### config.mk
export PLATFORM = sky130hd
export DESIGN_NAME = mem_access
export DESIGN_NICKNAME = d
export VERILOG_FILES = /design/src/rtl/mem_access.sv
export SDC_FILE = /design/constraint.sdc
export NUM_CORES = 1
export LEC_CHECK = 0
export ABC_CLOCK_PERIOD_IN_PS = 1600
export CAP_MARGIN = 20
export CELL_PAD_IN_SITES_DETAIL_PLACEMENT = 0
export CELL_PAD_IN_SITES_GLOBAL_PLACEMENT = 2
export CORE_UTILIZATION = 23
export DETAILED_ROUTE_END_ITERATION = 12
export PLACE_DENSITY_LB_ADDON = 0.1
export SYNTH_ARGS = -nofsm -noshare
export SYNTH_HDL_FRONTEND = slang
export SYNTH_SLANG_ARGS = --single-unit
### constraint.sdc
create_clock -name sys_clk -period 1.6 [get_ports sys_clk]
set_input_delay 0.48 -clock sys_clk [delete_from_list [all_inputs] [get_ports sys_clk]]
set_output_delay 0.48 -clock sys_clk [all_outputs]
set_load 0.005 [all_outputs]
### src/rtl/mem_access.sv
// Memory-access stage: single-outstanding req/ack bus, load alignment/extension, store lane steering.
// Optional feature macro: MEM_MISALIGN_TRAP_EN traps misaligned halfword/word accesses instead of truncating.
module mem_access (
  input  logic        sys_clk,
  input  logic        rst_n,
  input  logic [31:0] ins,
  input  logic [31:0] alu_result,
  input  logic [31:0] store_data,
  input  logic        valid_in,
  input  logic        is_load_store,
  output logic        bus_req,
  output logic        bus_we,
  output logic [31:0] bus_addr,
  output logic [3:0]  bus_be,
  output logic [31:0] bus_wdata,
  input  logic [31:0] bus_rdata,
  input  logic        bus_ack,
  output logic [31:0] wb_data,
  output logic        wb_valid,
  output logic        stall,
`ifdef MEM_MISALIGN_TRAP_EN
  output logic        misalign,
`endif
  output logic [1:0]  fsm_state
);

  // Handshake: bus_req rises the cycle after acceptance and stays high, with
  // we/addr/be/wdata stable, until the cycle bus_ack is sampled high; the
  // transaction then completes and bus_req drops at that same edge.

  localparam logic [5:0] OP_LB  = 6'b100000;
  localparam logic [5:0] OP_LH  = 6'b100001;
  localparam logic [5:0] OP_LW  = 6'b100011;
  localparam logic [5:0] OP_LBU = 6'b100100;
  localparam logic [5:0] OP_LHU = 6'b100101;
  localparam logic [5:0] OP_SB  = 6'b101000;
  localparam logic [5:0] OP_SH  = 6'b101001;
  localparam logic [5:0] OP_SW  = 6'b101011;

  typedef enum logic [1:0] {IDLE = 2'd0, BUSY = 2'd1, DONE = 2'd2} state_t;
  typedef enum logic [1:0] {SZ_BYTE = 2'd0, SZ_HALF = 2'd1, SZ_WORD = 2'd2} size_t;

  state_t      state;
  logic [5:0]  opcode;
  logic [1:0]  offset;
  logic        is_load;
  logic        is_store;
  logic        load_signed;
  size_t       size;
  logic        mem_op;
  logic        trap;
  logic [3:0]  be_next;
  logic [31:0] wdata_next;

  logic        ld_store;
  size_t       ld_size;
  logic        ld_signed;
  logic [1:0]  ld_offset;
  logic [7:0]  sel_byte;
  logic [15:0] sel_half;
  logic [31:0] load_value;
  logic        unused_ins;

  assign opcode     = ins[31:26];
  assign offset     = alu_result[1:0];
  assign unused_ins = ^ins[25:0];
  assign fsm_state  = state;

  always_comb begin
    is_load     = 1'b0;
    is_store    = 1'b0;
    load_signed = 1'b0;
    size        = SZ_WORD;
    case (opcode)
      OP_LB:  begin is_load  = 1'b1; load_signed = 1'b1; size = SZ_BYTE; end
      OP_LH:  begin is_load  = 1'b1; load_signed = 1'b1; size = SZ_HALF; end
      OP_LW:  begin is_load  = 1'b1; size = SZ_WORD; end
      OP_LBU: begin is_load  = 1'b1; size = SZ_BYTE; end
      OP_LHU: begin is_load  = 1'b1; size = SZ_HALF; end
      OP_SB:  begin is_store = 1'b1; size = SZ_BYTE; end
      OP_SH:  begin is_store = 1'b1; size = SZ_HALF; end
      OP_SW:  begin is_store = 1'b1; size = SZ_WORD; end
      default: ;
    endcase
  end

  // Unsupported opcodes with is_load_store set fall out as no-op pass-through.
  assign mem_op = valid_in && is_load_store && (is_load || is_store);

`ifdef MEM_MISALIGN_TRAP_EN
  assign trap = mem_op && (((size == SZ_HALF) && offset[0]) ||
                           ((size == SZ_WORD) && (offset != 2'b00)));
`else
  assign trap = 1'b0;
`endif

  // Lane steering; loads reuse the same byte-enable pattern as stores.
  always_comb begin
    be_next    = 4'b1111;
    wdata_next = store_data;
    case (size)
      SZ_BYTE: begin
        be_next    = 4'b0001 << offset;
        wdata_next = {4{store_data[7:0]}};
      end
      SZ_HALF: begin
        be_next    = offset[1] ? 4'b1100 : 4'b0011;
        wdata_next = {2{store_data[15:0]}};
      end
      default: ;
    endcase
  end

  always_comb begin
    case (ld_offset)
      2'd0:    sel_byte = bus_rdata[7:0];
      2'd1:    sel_byte = bus_rdata[15:8];
      2'd2:    sel_byte = bus_rdata[23:16];
      default: sel_byte = bus_rdata[31:24];
    endcase
    sel_half = ld_offset[1] ? bus_rdata[31:16] : bus_rdata[15:0];
    case (ld_size)
      SZ_BYTE: load_value = {{24{ld_signed & sel_byte[7]}}, sel_byte};
      SZ_HALF: load_value = {{16{ld_signed & sel_half[15]}}, sel_half};
      default: load_value = bus_rdata;
    endcase
  end

  always_comb begin
    case (state)
      IDLE:    stall = mem_op;
      BUSY:    stall = 1'b1;
      default: stall = 1'b0;
    endcase
  end

  always_ff @(posedge sys_clk or negedge rst_n) begin
    if (!rst_n) begin
      state     <= IDLE;
      bus_req   <= 1'b0;
      bus_we    <= 1'b0;
      bus_addr  <= '0;
      bus_be    <= '0;
      bus_wdata <= '0;
      wb_data   <= '0;
      wb_valid  <= 1'b0;
      ld_store  <= 1'b0;
      ld_size   <= SZ_WORD;
      ld_signed <= 1'b0;
      ld_offset <= '0;
`ifdef MEM_MISALIGN_TRAP_EN
      misalign  <= 1'b0;
`endif
    end else begin
      wb_valid <= 1'b0;
`ifdef MEM_MISALIGN_TRAP_EN
      misalign <= 1'b0;
`endif
      case (state)
        IDLE: begin
          if (trap) begin
            state    <= DONE;
            wb_valid <= 1'b1;
            wb_data  <= '0;
`ifdef MEM_MISALIGN_TRAP_EN
            misalign <= 1'b1;
`endif
          end else if (mem_op) begin
            state     <= BUSY;
            bus_req   <= 1'b1;
            bus_we    <= is_store;
            bus_addr  <= {alu_result[31:2], 2'b00};
            bus_be    <= be_next;
            bus_wdata <= wdata_next;
            ld_store  <= is_store;
            ld_size   <= size;
            ld_signed <= load_signed;
            ld_offset <= offset;
          end else if (valid_in) begin
            wb_valid <= 1'b1;
            wb_data  <= is_load_store ? 32'h0 : alu_result;
          end
        end
        BUSY: begin
          if (bus_ack) begin
            state    <= DONE;
            bus_req  <= 1'b0;
            wb_valid <= 1'b1;
            wb_data  <= ld_store ? 32'h0 : load_value;
          end
        end
        DONE: begin
          // The held memory instruction retires here; only a non-memory
          // instruction presented now is passed through.
          state <= IDLE;
          if (valid_in && !mem_op) begin
            wb_valid <= 1'b1;
            wb_data  <= is_load_store ? 32'h0 : alu_result;
          end
        end
        default: state <= IDLE;
      endcase
    end
  end

endmodule

* Word level (Yosys, flattened, before mapping)
Index checks and enable logic that the tools add are counted.
** Storage, ports and cells
- Bits in registers :: 108
- Input port bits :: 133
- Output and inout port bits :: 106
- Logic and storage cells :: 82
** Operators by class
- Equality and inequality tests :: 19
- Shift operators :: 1
- Multiplexer cells :: 29
- Bitwise gates (word level) :: 2
- Reductions and logical operators :: 20
** Operators with widths (count)
- two-way mux 32 bit :: 6
- one-hot mux 32 bit (2 select lines) :: 2
- one-hot mux 32 bit (3 select lines) :: 1
- == test 6 bit, second input constant :: 8
- one-hot mux 8 bit (3 select lines) :: 1
- two-way mux 16 bit :: 1
- inequality test 2 bit, second input constant :: 5
- two-way mux 1 bit :: 9
- OR reduction 3 bit :: 3
- == test 2 x 1 -> 1 bit, second input constant :: 4
- zero test 2 bit :: 4
- one-hot mux 2 bit (2 select lines) :: 2
- one-hot mux 4 bit (2 select lines) :: 1
- AND reduction 5 bit :: 1
- OR reduction 5 bit :: 1
- == test 2 bit, second input constant :: 2
- two-way mux 2 bit :: 2
- two-way mux 4 bit :: 1
- one-hot mux 1 bit (2 select lines) :: 2
- AND reduction 2 bit :: 2
- left shift 1 x 2 -> 4 bit, first input constant :: 1
- logical AND 1 bit :: 3
- one-hot mux 1 bit (3 select lines) :: 1
- AND reduction 3 bit :: 1
- other kinds (6) :: 7

* Logic depth before layout (Yosys ltp)
Gate-level depths: netlist (run 1).
- Word-level depth :: 9
- Depth in mapped cells :: 7
- Mapped depth without buffers :: 4

* Worst setup path after synthesis (run 1)
OpenSTA, ideal clock, no wires.
- Path type :: input-to-reg
- Start :: input is_load_store
- End :: register wb_data[16]
- Library setup time :: 0.125 ns
- Data arrival time :: 1.636 ns
- Required time :: 1.475 ns
- Path slack :: -0.161 ns
- Stages on the path :: 6
- Path buffers :: 2
- Cell sequence :: and3b_1 -> a311oi_2 -> or2_1 -> buf_6 -> buf_8 -> mux2_4
** On the way
- Word-level cells in the longest chain between the ends :: 6
- Elaborated cells on any way between the ends :: 12
- Classes of those cells :: eq/ne: 2; mux: 5; reduce/logical: 5
** RTL lines
- start: declaration :: line 10 : input logic is_load_store,
- logical AND 1 bit (2 in a row) :: line 88 : assign mem_op = valid_in && is_load_store && (is_load || is_store);
- zero test 1 bit :: line 196 : if (valid_in && !mem_op) begin
- logical AND 1 bit :: line 196
- inequality test 2 bit (no line)
- AND reduction 5 bit (no line)
- end signal: assignment :: line 181 : wb_data <= is_load_store ? 32'h0 : alu_result;
- end signal: assignment :: line 189 : wb_data <= ld_store ? 32'h0 : load_value;
- end signal: assignment :: line 198 : wb_data <= is_load_store ? 32'h0 : alu_result;
- end: declaration :: line 18 : output logic [31:0] wb_data,
Several ways; a longest one is shown, not always the timed one. The select of a mux whose other input is x is not followed.
A chain may end at the register's enable or synchronous reset.

* Worst setup path after layout (run 1)
- Start :: register state[0] (netlist: fsm_state[0])
- End :: register bus_wdata[0]
** On the way
- Word-level cells in the longest chain between the ends :: 2
** RTL lines
- start: declaration :: line 43 : state_t state;
- start signal: assignment :: line 139 : state <= IDLE;
- start signal: assignment :: line 162 : state <= DONE;
- start signal: assignment :: line 169 : state <= BUSY;
- zero test 2 bit :: line 159 : case (state)
- AND reduction 2 bit (no line)
- end signal: assignment :: line 174 : bus_wdata <= wdata_next;
- end: declaration :: line 15 : output logic [31:0] bus_wdata,
No other way between the ends.

==> results.md, run 1 <==
Routing:
- The per-cell via count in the routed design is 4.600.
- The average wire length per cell after detail routing is 19.68 um.
- The total number of vias is 5193.
- After detailed routing, the number of remaining DRC violations is 0.
- The number of nets still failing antenna checks after routing is 0.
- The final wirelength is 22.22 mm.
- The starting DRC count in detailed routing is 178.
- The first detailed-routing pass took 4 iterations.

Global route:
- The number of antenna violations at the first check in global routing is 1.
- The wire length of the first global-routing pass is 32.53 mm.
- For this run, the total global-route usage over all layers was measured as 17.83%.
- Entering global routing, the biggest net connects 48 pins.
- The total overflow left after global routing is 0.
- The number of global-route vias before repair is 5619.

STA:
- The maximum operating frequency is 555.1 MHz.
- In the post-route analysis, the smallest setup slack over all paths is -201.3 ps.
- The number of setup violations in the final report is 89.
- The shortest period the worst path allows is 1801 ps.
- The count of final max-slew check failures is 0.
- Between clock sinks in the finished design, the worst skew comes to 14.09 ps.
- In the finished design, the share of the clock period the worst path needs comes to 112.6%.
- The number of endpoints with negative hold slack in the final report is 0.
- Setup repair after global routing could not meet its margin everywhere.
- Hold is met by 478.5 ps.

Synth:
- The post-synthesis average cell area is 11.21 um^2.
- The cell type contributing the most total cell area after synthesis is dfrtp_1.
- The number of flops mapped to enable cells by yosys is 0.
- The portion of the post-synthesis area used by sequential elements is 49.23%.
- The count of mapped cells out of synthesis is 490.
- Sorting the synthesized cells by area gives the leading types as dfrtp_1 (49%), mux2_2 (9.6%), mux2_4 (5.2%).
- The netlist area before placement is 5493 um^2.
- In this run, synthesis produced a sequential element count of 108.
- In the synthesized netlist the async set-or-reset flop fraction comes to 100.0%.
- Counting distinct cell types in the post-synthesis netlist gives 51.
- Of the post-synthesis cell area, the dominant cell type holds 48.75%.
- The most used flip-flop cell after synthesis is dfrtp_1.
- The number of warnings reported in the yosys synthesis log is 0.

Pwr:
- The design draws 9.385 mW.
- The leakage power is 4.492 nW.
- The peak supply drop is 0.4537 mV.
- In this run the power density over the cells is 955.2 nW/um^2.

Clock network:
- Clock-pin slew was measured on the worst setup and hold paths at 80 ps.
- Clock tree synthesis inserted a total of 9 buffers.
- The deepest clock path buffer count is 2.
- The H-tree was split into 3 levels.
- The cell chosen for the clock root is clkbuf_16.
- The CTS tree is yes.
- The clock insertion delay at the later pin of the skew report is 370 ps.
- Clock tree synthesis found a total of 108 sinks.

Hold path:
- The path class of the lowest-slack min-delay path is register to register.
- The worst min-delay path startpoint is bus_wdata[23]$_DFFE_PN0P_.

Placed design:
- Detailed placement ended at an HPWL of 15.47 mm.
- The routability-driven placement congestion ratio is 0.8294.
- The instance area at placement is 8486 um^2.
- Once placement completed, the tool counted placed cells totaling 1067.
- The worst-case setup slack after placement is -849.8 ps.
- The count of buffers from port buffering is 210.

Layout:
- Excluding fillers, the count of instances in the completed layout stands at 1129.
- The library cell used most frequently in the layout, excluding fill and tap cells, is dlygate4sd2_1.
- 0 antenna diodes ended up in the layout.
- The signed area change from the synthesized netlist to the final layout is 78.88%.
- The final layout net count is 938.
- Leaving out fill and tap cells, the most frequent cells in the layout are dlygate4sd2_1 (106), dfrtp_1 (103), clkdlybuf4s50_1 (93).
- With fillers left out, the area of the finished cells amounts to 9826 um^2.
- The fraction of final layout cells with drive strength greater than 1 is 38.52%.

Run status:
- The run finished, with violations left.
- The final reports fail on negative setup slack.

Die:
- The area of the core is 23470 um^2.
- In this run the count of I/O pins placed on the die edge is 239.
- In this run the vertical extent of the chip is 156.5 um.
- The area of the die is 24500 um^2.
- The overall die width is 156.5 um.
- The initial core utilization is 23.40%.
- In this run the core area contains 56 standard-cell rows.

Flow run:
- The max-capacitance violation count is 0.

Critical path:
- The critical register-to-register path startpoint is fsm_state[0]$_DFFE_PN0P_.
- The largest fanout on the critical path is 8.
- The signal arrival time at the worst endpoint is 2050 ps.
- For flop-to-flop paths, the worst setup slack is -200 ps.
- The critical path class is register to register.
- The worst setup path is captured at a register.
- The kind of launch point of the worst setup path is a register.
- The required time of the critical path is 1850 ps.
- In this run the worst setup path begins at fsm_state[0]$_DFFE_PN0P_.
area by class of cell:
cell class	instances	area (um^2)
inverter	11	41.29
fill	2348	13650
tap	319	399.1
timing repair buffer	340	3302
multi-input combinational	335	3055
sequential	108	2709
clock inverter	5	66.31
clock buffer	11	252.7
through the flow:
stage	util [%]	setup TNS [ps]
after floorplan	-	-3400
after CTS	39.42	-13230
after global routing	41.86	-14960
after global placement	36.15	-72550
final	41.86	-9684
after detailed placement	36.15	-76570
metal layers:
layer,up-vias,routed length [um],track usage (%)
met5,-,0,0
met4,0,245,5.602
met3,14,1291,4.237
met2,143,11300,30.93
met1,2604,9377,21.68
li1,2432,-,-
cell families after synthesis:
group / count (synthesis) / share of synthesized area, %
flops: 108 / 49.23
buf+inv: 48 / 4.761
other cells: 1 / 0.06827
compound gates: 143 / 18.61
simple gates: 107 / 9.180
mux: 83 / 18.15
timing repair:
item	4_1_cts	5_1_grt
buffers inserted	32	3
hold buffers	1	0
setup endpoints to repair	211	107
resized for setup	191	108
endpoints found under the hold margin	7	0
pin swaps	11	31
gates cloned	6	6
worst max-delay path, cell delays in order (launching register included):
cell and delay [ps]:
dfrtp_2 410, buf_6 130, buf_6 120, nor3b_2 160
nand4_1 180, buf_6 230, clkbuf_16 180, mux2_2 270
synthesized netlist by cell type, types with 2 or more instances:
cell type  count
a211o_1        2
a211oi_1       8
a21o_1        10
a21oi_1       21
a311oi_1       6
a31oi_1       10
buf_2         11
buf_4          4
buf_6          4
buf_8          2
clkbuf_1      16
dfrtp_1      107
inv_1         11
mux2_2        47
mux2_4        19
mux2i_1       16
nand2_1       55
nand2b_1       8
nor2_1        12
nor2b_1       12
nor3_1        10
o21ai_0       28
o21ai_1        8
o22ai_1        2
o2bb2ai_1     16
o31ai_1        9
o32ai_1       12
where the power goes:
part	internal (mW)	switching (mW)	total, mW
clock network	1.32	1.16	2.48
logic	1.94	1.28	3.22
registers	3.33	0.359	3.68
total	6.59	2.80	9.39
state kept, by name, summed over array words and instances, names as in the netlist:
| name | flops |
|---|---|
| ld_size | 2 |
| ld_offset | 2 |
| bus_be | 4 |
| bus_addr | 30 |
| ld_store | 1 |
| bus_wdata | 32 |
| fsm_state | 2 |
| ld_signed | 1 |
| wb_valid | 1 |
| wb_data | 32 |
| bus_req | 1 |
worst paths after layout:
check | endpoint | depth (start not counted)
worst max-delay path | bus_wdata[0]$_DFFE_PN0P_ | 7
worst min-delay path | bus_wdata[23]$_DFFE_PN0P_ | 2
worst max register to register | bus_wdata[0]$_DFFE_PN0P_ | 7
worst min register to register | bus_wdata[23]$_DFFE_PN0P_ | 2
max in group asynchronous | ld_size[1]$_DFFE_PN1P_ | 3
min in group asynchronous | bus_addr[29]$_DFFE_PN0P_ | 2
No activity file was read; power rests on OpenSTA's default activity.
==> run 2, diff against run 1 <==
- ABC_CLOCK_PERIOD_IN_PS: 1600 -> 1780
- CORE_UTILIZATION: 23 -> 25
- clock period: 1.6 -> 1.78 ns (I/O delays scaled with it)
==> run 2 against run 1 <==
Net effect:
- the flow still finishes with violations (negative setup slack)
- largest cell class unchanged
- largest power group unchanged
- register-to-register slack improved by 200 ps
- flip-flop and latch count did not move
- first-iteration DRC count increased by 19%
==> results.md, run 2 (same netlist as run 1, synthesis figures left out) <==
Run status:
- The flow ran to the end, but the final reports show violations.
- The final reports fail on negative setup slack.

Critical path:
- The required time of the critical path is 2020 ps (+170 ps).
- Tracing the worst setup path back leads to its startpoint at ld_offset[1]$_DFFE_PN0P_.
- The worst-case reg-to-reg path depth is 6 (-1).
- The worst setup path is launched from a register.
- The signal arrival time at the worst endpoint came to 2030 ps (-20 ps).
- The kind of capture point of the worst setup path is a register.
- The largest fanout on the critical path is 7 (-1).
- The critical path class is register to register.
- The worst register-to-register path begins at ld_offset[1]$_DFFE_PN0P_.

STA:
- The count of final max-slew check failures is 0 (unchanged).
- The worst-case setup margin in the final layout came to -3.871 ps (+197.5 ps).
- The number of endpoints with negative hold slack in the final report is 0 (unchanged).
- The setup TNS is -3.871 ps (+9680 ps).
- Setup repair after global routing could not meet its margin everywhere.
- The ratio of final minimum period to clock period is 100.2% (-12 points).
- The final setup skew is 7.996 ps (-6.098 ps).
- The number of setup violations in the final report is 1 (-99%).
- The maximum operating frequency is 560.6 MHz (+0.98%).
- The shortest period the worst path allows is 1784 ps (-17.46 ps).

Global route:
- The pin count of the biggest net entering global routing is 30 (-38%).
- The number of antenna violations at the first check in global routing is 0 (-1).
- The aggregate global-route resource usage is 17.95% (+0.12 points).
- The wire length of the first global-routing pass is 30.22 mm (-7.1%).
- The sum of overflow across all layers after global routing is 0 (unchanged).
- The number of global-route vias before repair was 5153 (-8.3%).

Routing:
- The starting DRC count in detailed routing was 212 (+19%).
- The final wirelength came to 20.55 mm (-7.5%).
- The average wire length per cell after detail routing came to 19.10 um (-2.9%).
- The per-cell via count in the routed design is 4.692 (+2.0%).
- The remaining design rule violation count is 0 (unchanged).
- The number of nets still failing antenna checks after routing is 0 (unchanged).
- The first-pass iteration count of the detailed router came to 4 (unchanged).
- The total number of vias is 5049 (-2.8%).

Die:
- The overall die width is 150.2 um (-4.0%).
- The number of rows created at floorplan is 53 (-5.4%).
- The area of the core came to 21290 um^2 (-9.3%).
- The initial core utilization is 25.80% (+2.4 points).
- The die span in y was 150.2 um (-4.0%).
- The area of the die is 22570 um^2 (-7.9%).
- The number of top-level design ports is 239 (unchanged).

Clock network:
- The number of buffers created by CTS is 9 (unchanged).
- TritonCTS built the clock tree.
- The clock insertion delay at the later pin of the skew report is 350 ps (-20 ps).
- The clock-pin slew of the registers on the worst-case setup and hold paths is 80 ps (about the same).
- The clock sink count is 108 (unchanged).
- The H-tree level count came to 3 (unchanged).
- The deepest clock path buffer count came to 2 (unchanged).
- The hold buffer count at CTS is 0 (-1).
- The cell chosen for the clock root is clkbuf_16.

Pwr:
- The power per cell area is 863.0 nW/um^2 (-9.7%).
- The internal power was 5.710 mW (-13%).
- The fraction of power consumed by combinational cells is 34.9% (+0.6 points).
- The power dissipated by switching net loads came to 2.343 mW (-16%).
- The proportion of total power due to net switching is 29.10% (-0.70 points).
- The leakage power was 4.697 nW (+4.6%).
- The peak supply drop is 0.4441 mV (-2.1%).
- The sequential cell fraction of total power came to 40.7% (+1.4 points).
- The clock network power share is 24.4% (-2.1 points).
- The total design power is 8.053 mW (-14%).

Layout:
- The largest registers in the layout are bus_wdata: 32 flops, wb_data: 32 flops, bus_addr: 30 flops.
- The area growth from synthesis to layout is 69.89%.
- In the layout the commonest cells are clkdlybuf4s50_1 (110), dfrtp_1 (102), buf_4 (100).
- The layout filler cell count is 2058 (-12%).
- The fraction of final layout cells with drive strength greater than 1 is 31.46% (-7.1 points).
- Leaving out fill and tap cells, the most frequent cell in the layout is clkdlybuf4s50_1.
- The final layout net count is 929 (-0.96%).
- The number of diodes added for antenna fixing came to 0 (unchanged).

Flow run:
- The max-capacitance violation count is 0 (unchanged).

Hold path:
- The path class of the lowest-slack min-delay path is primary input to async pin.

Placed design:
- The count of buffers from port buffering came to 210 (unchanged).
- The detailed-placement wirelength estimate is 15.55 mm (+0.54%).
- The routability-driven placement congestion ratio is 0.7967 (-3.9%).
## run 2: cell count changes in the layout (fill, tap and decap cells not counted), moves of 9 or more
cell	change
buf_4	+15
buf_6	-17
clkdlybuf4s50_1	+17
dlygate4sd2_1	-63
dlymetal6s2s_1	+48
nand2_1	+22
nand2_2	-13
nand2_4	-9
o21ai_2	-11
## run 2: repair_timing
item                                    in CTS  in global routing
gates cloned                                 3                  1
resized for setup                          100                 75
pin swaps                                    9                  5
endpoints found under the setup margin     139                148
setup buffers                               19                 23
## run 2: power groups by stage
stage          registers (mW)  logic, mW  clock network [mW]
2_1_floorplan            3.35      0.906                   0
3_3_place_gp             3.33       2.74                   0
3_5_place_dp             3.35       2.76                   0
4_1_cts                  3.30       2.79                2.05
5_1_grt                  3.35       3.04                2.14
6_report                 3.28       2.81                1.96
## run 2: worst paths after layout
path / end / slack, ps
max: wb_data[4]$_DFFE_PN0P_ / -4
min: bus_addr[20]$_DFFE_PN0P_ / 110
max reg2reg: wb_data[4]$_DFFE_PN0P_ / -4
min reg2reg: bus_addr[2]$_DFFE_PN0P_ / 480
max in group asynchronous: wb_data[27]$_DFFE_PN0P_ / 1160
min in group sys_clk: bus_addr[2]$_DFFE_PN0P_ / 480
## run 2: final cells by class
type | count | area [um^2] | area share [%]
tap | 275 | 344.1 | 3.687
clock inverter | 7 | 51.30 | 0.5497
sequential | 108 | 2710 | 29.04
inverter | 11 | 45.04 | 0.4827
timing repair buffer | 331 | 3243 | 34.75
multi-input combinational | 335 | 2713 | 29.07
clock buffer | 9 | 225.2 | 2.414
## run 2: layer usage
metal	GRT usage, %	wire length [um]
met1	22.31	8845
met2	30.74	10130
met3	4.424	1246
met5	0	0
met4	5.000	331
## run 2: critical path, stage by stage (launching register included)
cell      delay (ps)
dfrtp_2          460
buf_6            150
nor2b_1          140
buf_4            160
a311oi_1         350
o32ai_1          150
mux2_4           270
## run 2: metrics by stage
step	area, um^2	instances	util, %	setup WS (ps)	hold slack [ps]
4_1_cts	9021	1058	42.38	-74.11	118.2
3_5_place_dp	8438	1020	39.64	-815.0	467.4
3_3_place_gp	8438	1020	39.64	-826.9	464.0
5_1_grt	9331	1076	43.84	-47.97	124.5
2_1_floorplan	5504	491	-	-17.33	238.4
6_report	9331	1076	43.84	-3.871	111.0
==> run 3, diff against run 2 <==
- GPL_TIMING_DRIVEN: default -> 1
- REMOVE_ABC_BUFFERS: default -> 1
- SLEW_MARGIN: default -> 5
==> run 3 against run 2 <==
Net effect:
- sequential power about the same
- largest power group unchanged
- wire length decreased by 4.8%
- clock skew increased by 4.3 ps
- final area increased by 0.50%
- setup slack got worse by 34 ps
- the flow still finishes with violations (negative setup slack)
==> results.md, run 3 (same netlist as run 1, synthesis figures left out) <==
Die:
- The area of the core is 21290 um^2 (unchanged).
- The number of top-level design ports is 239 (unchanged).
- The die span in y came to 150.2 um (unchanged).
- The area of the die was 22570 um^2 (unchanged).
- The overall die width is 150.2 um (unchanged).
- The number of rows created at floorplan is 53 (unchanged).
- The initial core utilization is 25.80% (unchanged).

Global route:
- The aggregate global-route resource usage came to 17.06% (-0.89 points).
- The wire length of the first global-routing pass is 29.08 mm (-3.8%).
- The number of antenna violations at the first check in global routing is 2 (+2).
- The sum of overflow across all layers after global routing is 0 (unchanged).
- The pin count of the biggest net entering global routing is 60 (+100%).
- The number of global-route vias before repair came to 5134 (-0.37%).

Clock network:
- The number of buffers created by CTS was 9 (unchanged).
- The clock sink count is 108 (unchanged).
- The cell chosen for the clock root is clkbuf_16.
- The H-tree level count is 3 (unchanged).
- The clock-pin slew of the registers on the worst-case setup and hold paths is 70 ps (about the same).
- The clock insertion delay at the later pin of the skew report came to 360 ps (about the same).
- The CTS tree is yes.
- The deepest clock path buffer count came to 2 (unchanged).

Layout:
- The area of combinational cells with multiple inputs came to 2735 um^2 (+0.83%).
- The leading cell type in the layout, fill and taps excluded is clkdlybuf4s50_1.
- In the layout the commonest cells are clkdlybuf4s50_1 (109), dfrtp_1 (103), buf_4 (92).
- The final layout net count is 924 (-0.54%).
- The post-layout instance area is 9378 um^2 (+0.50%).
- The largest registers in the layout are bus_wdata: 32 flops, wb_data: 32 flops, bus_addr: 30 flops.
- The layout filler cell count is 2057 (-0.049%).
- The fraction of final layout cells with drive strength greater than 1 is 31.41% (-0.054 points).
- The area taken by flip-flops and latches is 2713 um^2 (about the same).
- Relative to the synthesized area, the layout overhead comes to 70.73%.
- The final core area utilization is 44.05% (+0.22 points).

Critical path:
- The delay of the slowest cell on the worst path came to 300 ps (-160 ps).
- The critical path class is primary input to register.
- The signal arrival time at the worst endpoint was 2060 ps (+30 ps).
- The required time of the critical path is 2020 ps (about the same).
- The signal on the critical path passes through buf_6 > and3b_2 > buf_6 > a311oi_4 > or2_4 > buf_12 > mux2_4.
- The kind of launch point of the worst setup path is a primary input.
- The worst setup path is captured at a register.
- The slowest stage of the critical path is the mux2_4 cell.
- The dominant cell type by count on the critical path is buf_6.
- The largest fanout on the critical path is 8 (+1).

STA:
- The count of final max-slew check failures is 0 (unchanged).
- The number of endpoints with negative hold slack in the final report came to 0 (unchanged).
- The worst-case setup margin in the final layout came to -37.74 ps (-33.87 ps).
- The number of setup violations in the final report was 22 (+21).
- The maximum operating frequency is 550.1 MHz (-1.9%).
- Setup repair after global routing could not meet its margin everywhere.
- The shortest period the worst path allows came to 1818 ps (+33.87 ps).
- The ratio of final minimum period to clock period was 102.1% (+1.9 points).
- The final setup skew is 12.28 ps (+4.286 ps).

Placed design:
- The instance area at placement was 8353 um^2 (-1.0%).
- The count of buffers from port buffering came to 210 (unchanged).
- The detailed-placement wirelength estimate is 13.77 mm (-11%).
- The routability-driven placement congestion ratio is 0.7398 (-7.1%).

Pwr:
- The power per cell area was 874.0 nW/um^2 (+1.3%).
- The peak supply drop is 0.4676 mV (+5.3%).
- The total design power is 8.197 mW (+1.8%).
- The leakage power is 4.677 nW (-0.41%).

Run status:
- The final reports fail on negative setup slack.
- The run finished, with violations left.

Routing:
- The remaining design rule violation count came to 0 (unchanged).
- The average wire length per cell after detail routing came to 18.23 um (-4.5%).
- The final wirelength is 19.56 mm (-4.8%).
- The first-pass iteration count of the detailed router is 4 (unchanged).
- The total number of vias is 5068 (+0.38%).
- The starting DRC count in detailed routing is 128 (-40%).
- The per-cell via count in the routed design came to 4.723 (+0.66%).
- The number of nets still failing antenna checks after routing came to 0 (unchanged).

Flow run:
- The max-capacitance violation count is 0 (unchanged).

Hold path:
- In this run the worst hold path is classified as register to register.
-- run 3: through the flow --
step / setup TNS [ps] / cells / worst slack [ps] / hold WS, ps
global route: -723.0 / 1072 / -48.43 / 506.6
detailed placement: -52850 / 1008 / -742.4 / 339.1
global placement: -51560 / 1008 / -765.1 / 340.5
floorplan: -212990 / 454 / -2687 / 238.4
CTS: -17.65 / 1052 / -17.65 / 481.8
finish: -422.2 / 1073 / -37.74 / 475.9
-- run 3: path summary, 6_finish.rpt --
kind | from | end | slack [ps] | cells after the start
max in group asynchronous | rst_n | ld_size[1]$_DFFE_PN1P_ | 690 | 3
max reg2reg | fsm_state[0]$_DFFE_PN0P_ | wb_data[23]$_DFFE_PN0P_ | 20 | 6
max | is_load_store | wb_data[23]$_DFFE_PN0P_ | -40 | 7
min reg2reg | bus_wdata[18]$_DFFE_PN0P_ | bus_wdata[18]$_DFFE_PN0P_ | 480 | 2
min | bus_wdata[18]$_DFFE_PN0P_ | bus_wdata[18]$_DFFE_PN0P_ | 480 | 2
min in group asynchronous | rst_n | bus_addr[21]$_DFFE_PN0P_ | 520 | 2
-- run 3: metal layers --
metal / part of all wire, % / up-vias / track usage (%)
li1: - / 2400 / -
met1: 44 / 2492 / 22.08
met2: 48 / 153 / 28.26
met3: 5.9 / 23 / 3.788
met4: 1.8 / 0 / 5.202
met5: 0 / - / 0
-- run 3: layout make-up --
cell class	instances	area share [%]
Antenna cell	2	0.05337
Sequential cell	108	28.93
Clock inverter	7	0.8005
Tap cell	275	3.669
Timing Repair inverter	1	0.08005
Inverter	11	0.4803
Clock buffer	9	2.402
Multi-Input combinational cell	335	29.17
Timing Repair Buffer	325	34.42
-- run 3: report_power, final --
part	total, mW	switching, mW	internal, mW	leakage, nW
clock network	2.11	1.01	1.10	0.138
logic	2.82	1.04	1.78	3.19
registers	3.27	0.277	2.99	1.35
total	8.20	2.32	5.87	4.68
-- run 3: worst max-delay path: cells and delay by family --
kind	cells	cell delay, ps
buffers and inverters	3	390
multiplexers	1	300
AND/OR/NAND/NOR	2	520
AO/OA/AOI/OAI	1	290
-- run 3: repair_timing --
action                     in CTS  in global routing
hold endpoints to repair        1                  0
hold buffers                    1                  0
pin swaps                       7                 11
resized for setup             103                 84
setup endpoints to repair     127                 90
cloned                          3                  2
buffers inserted               24                 20
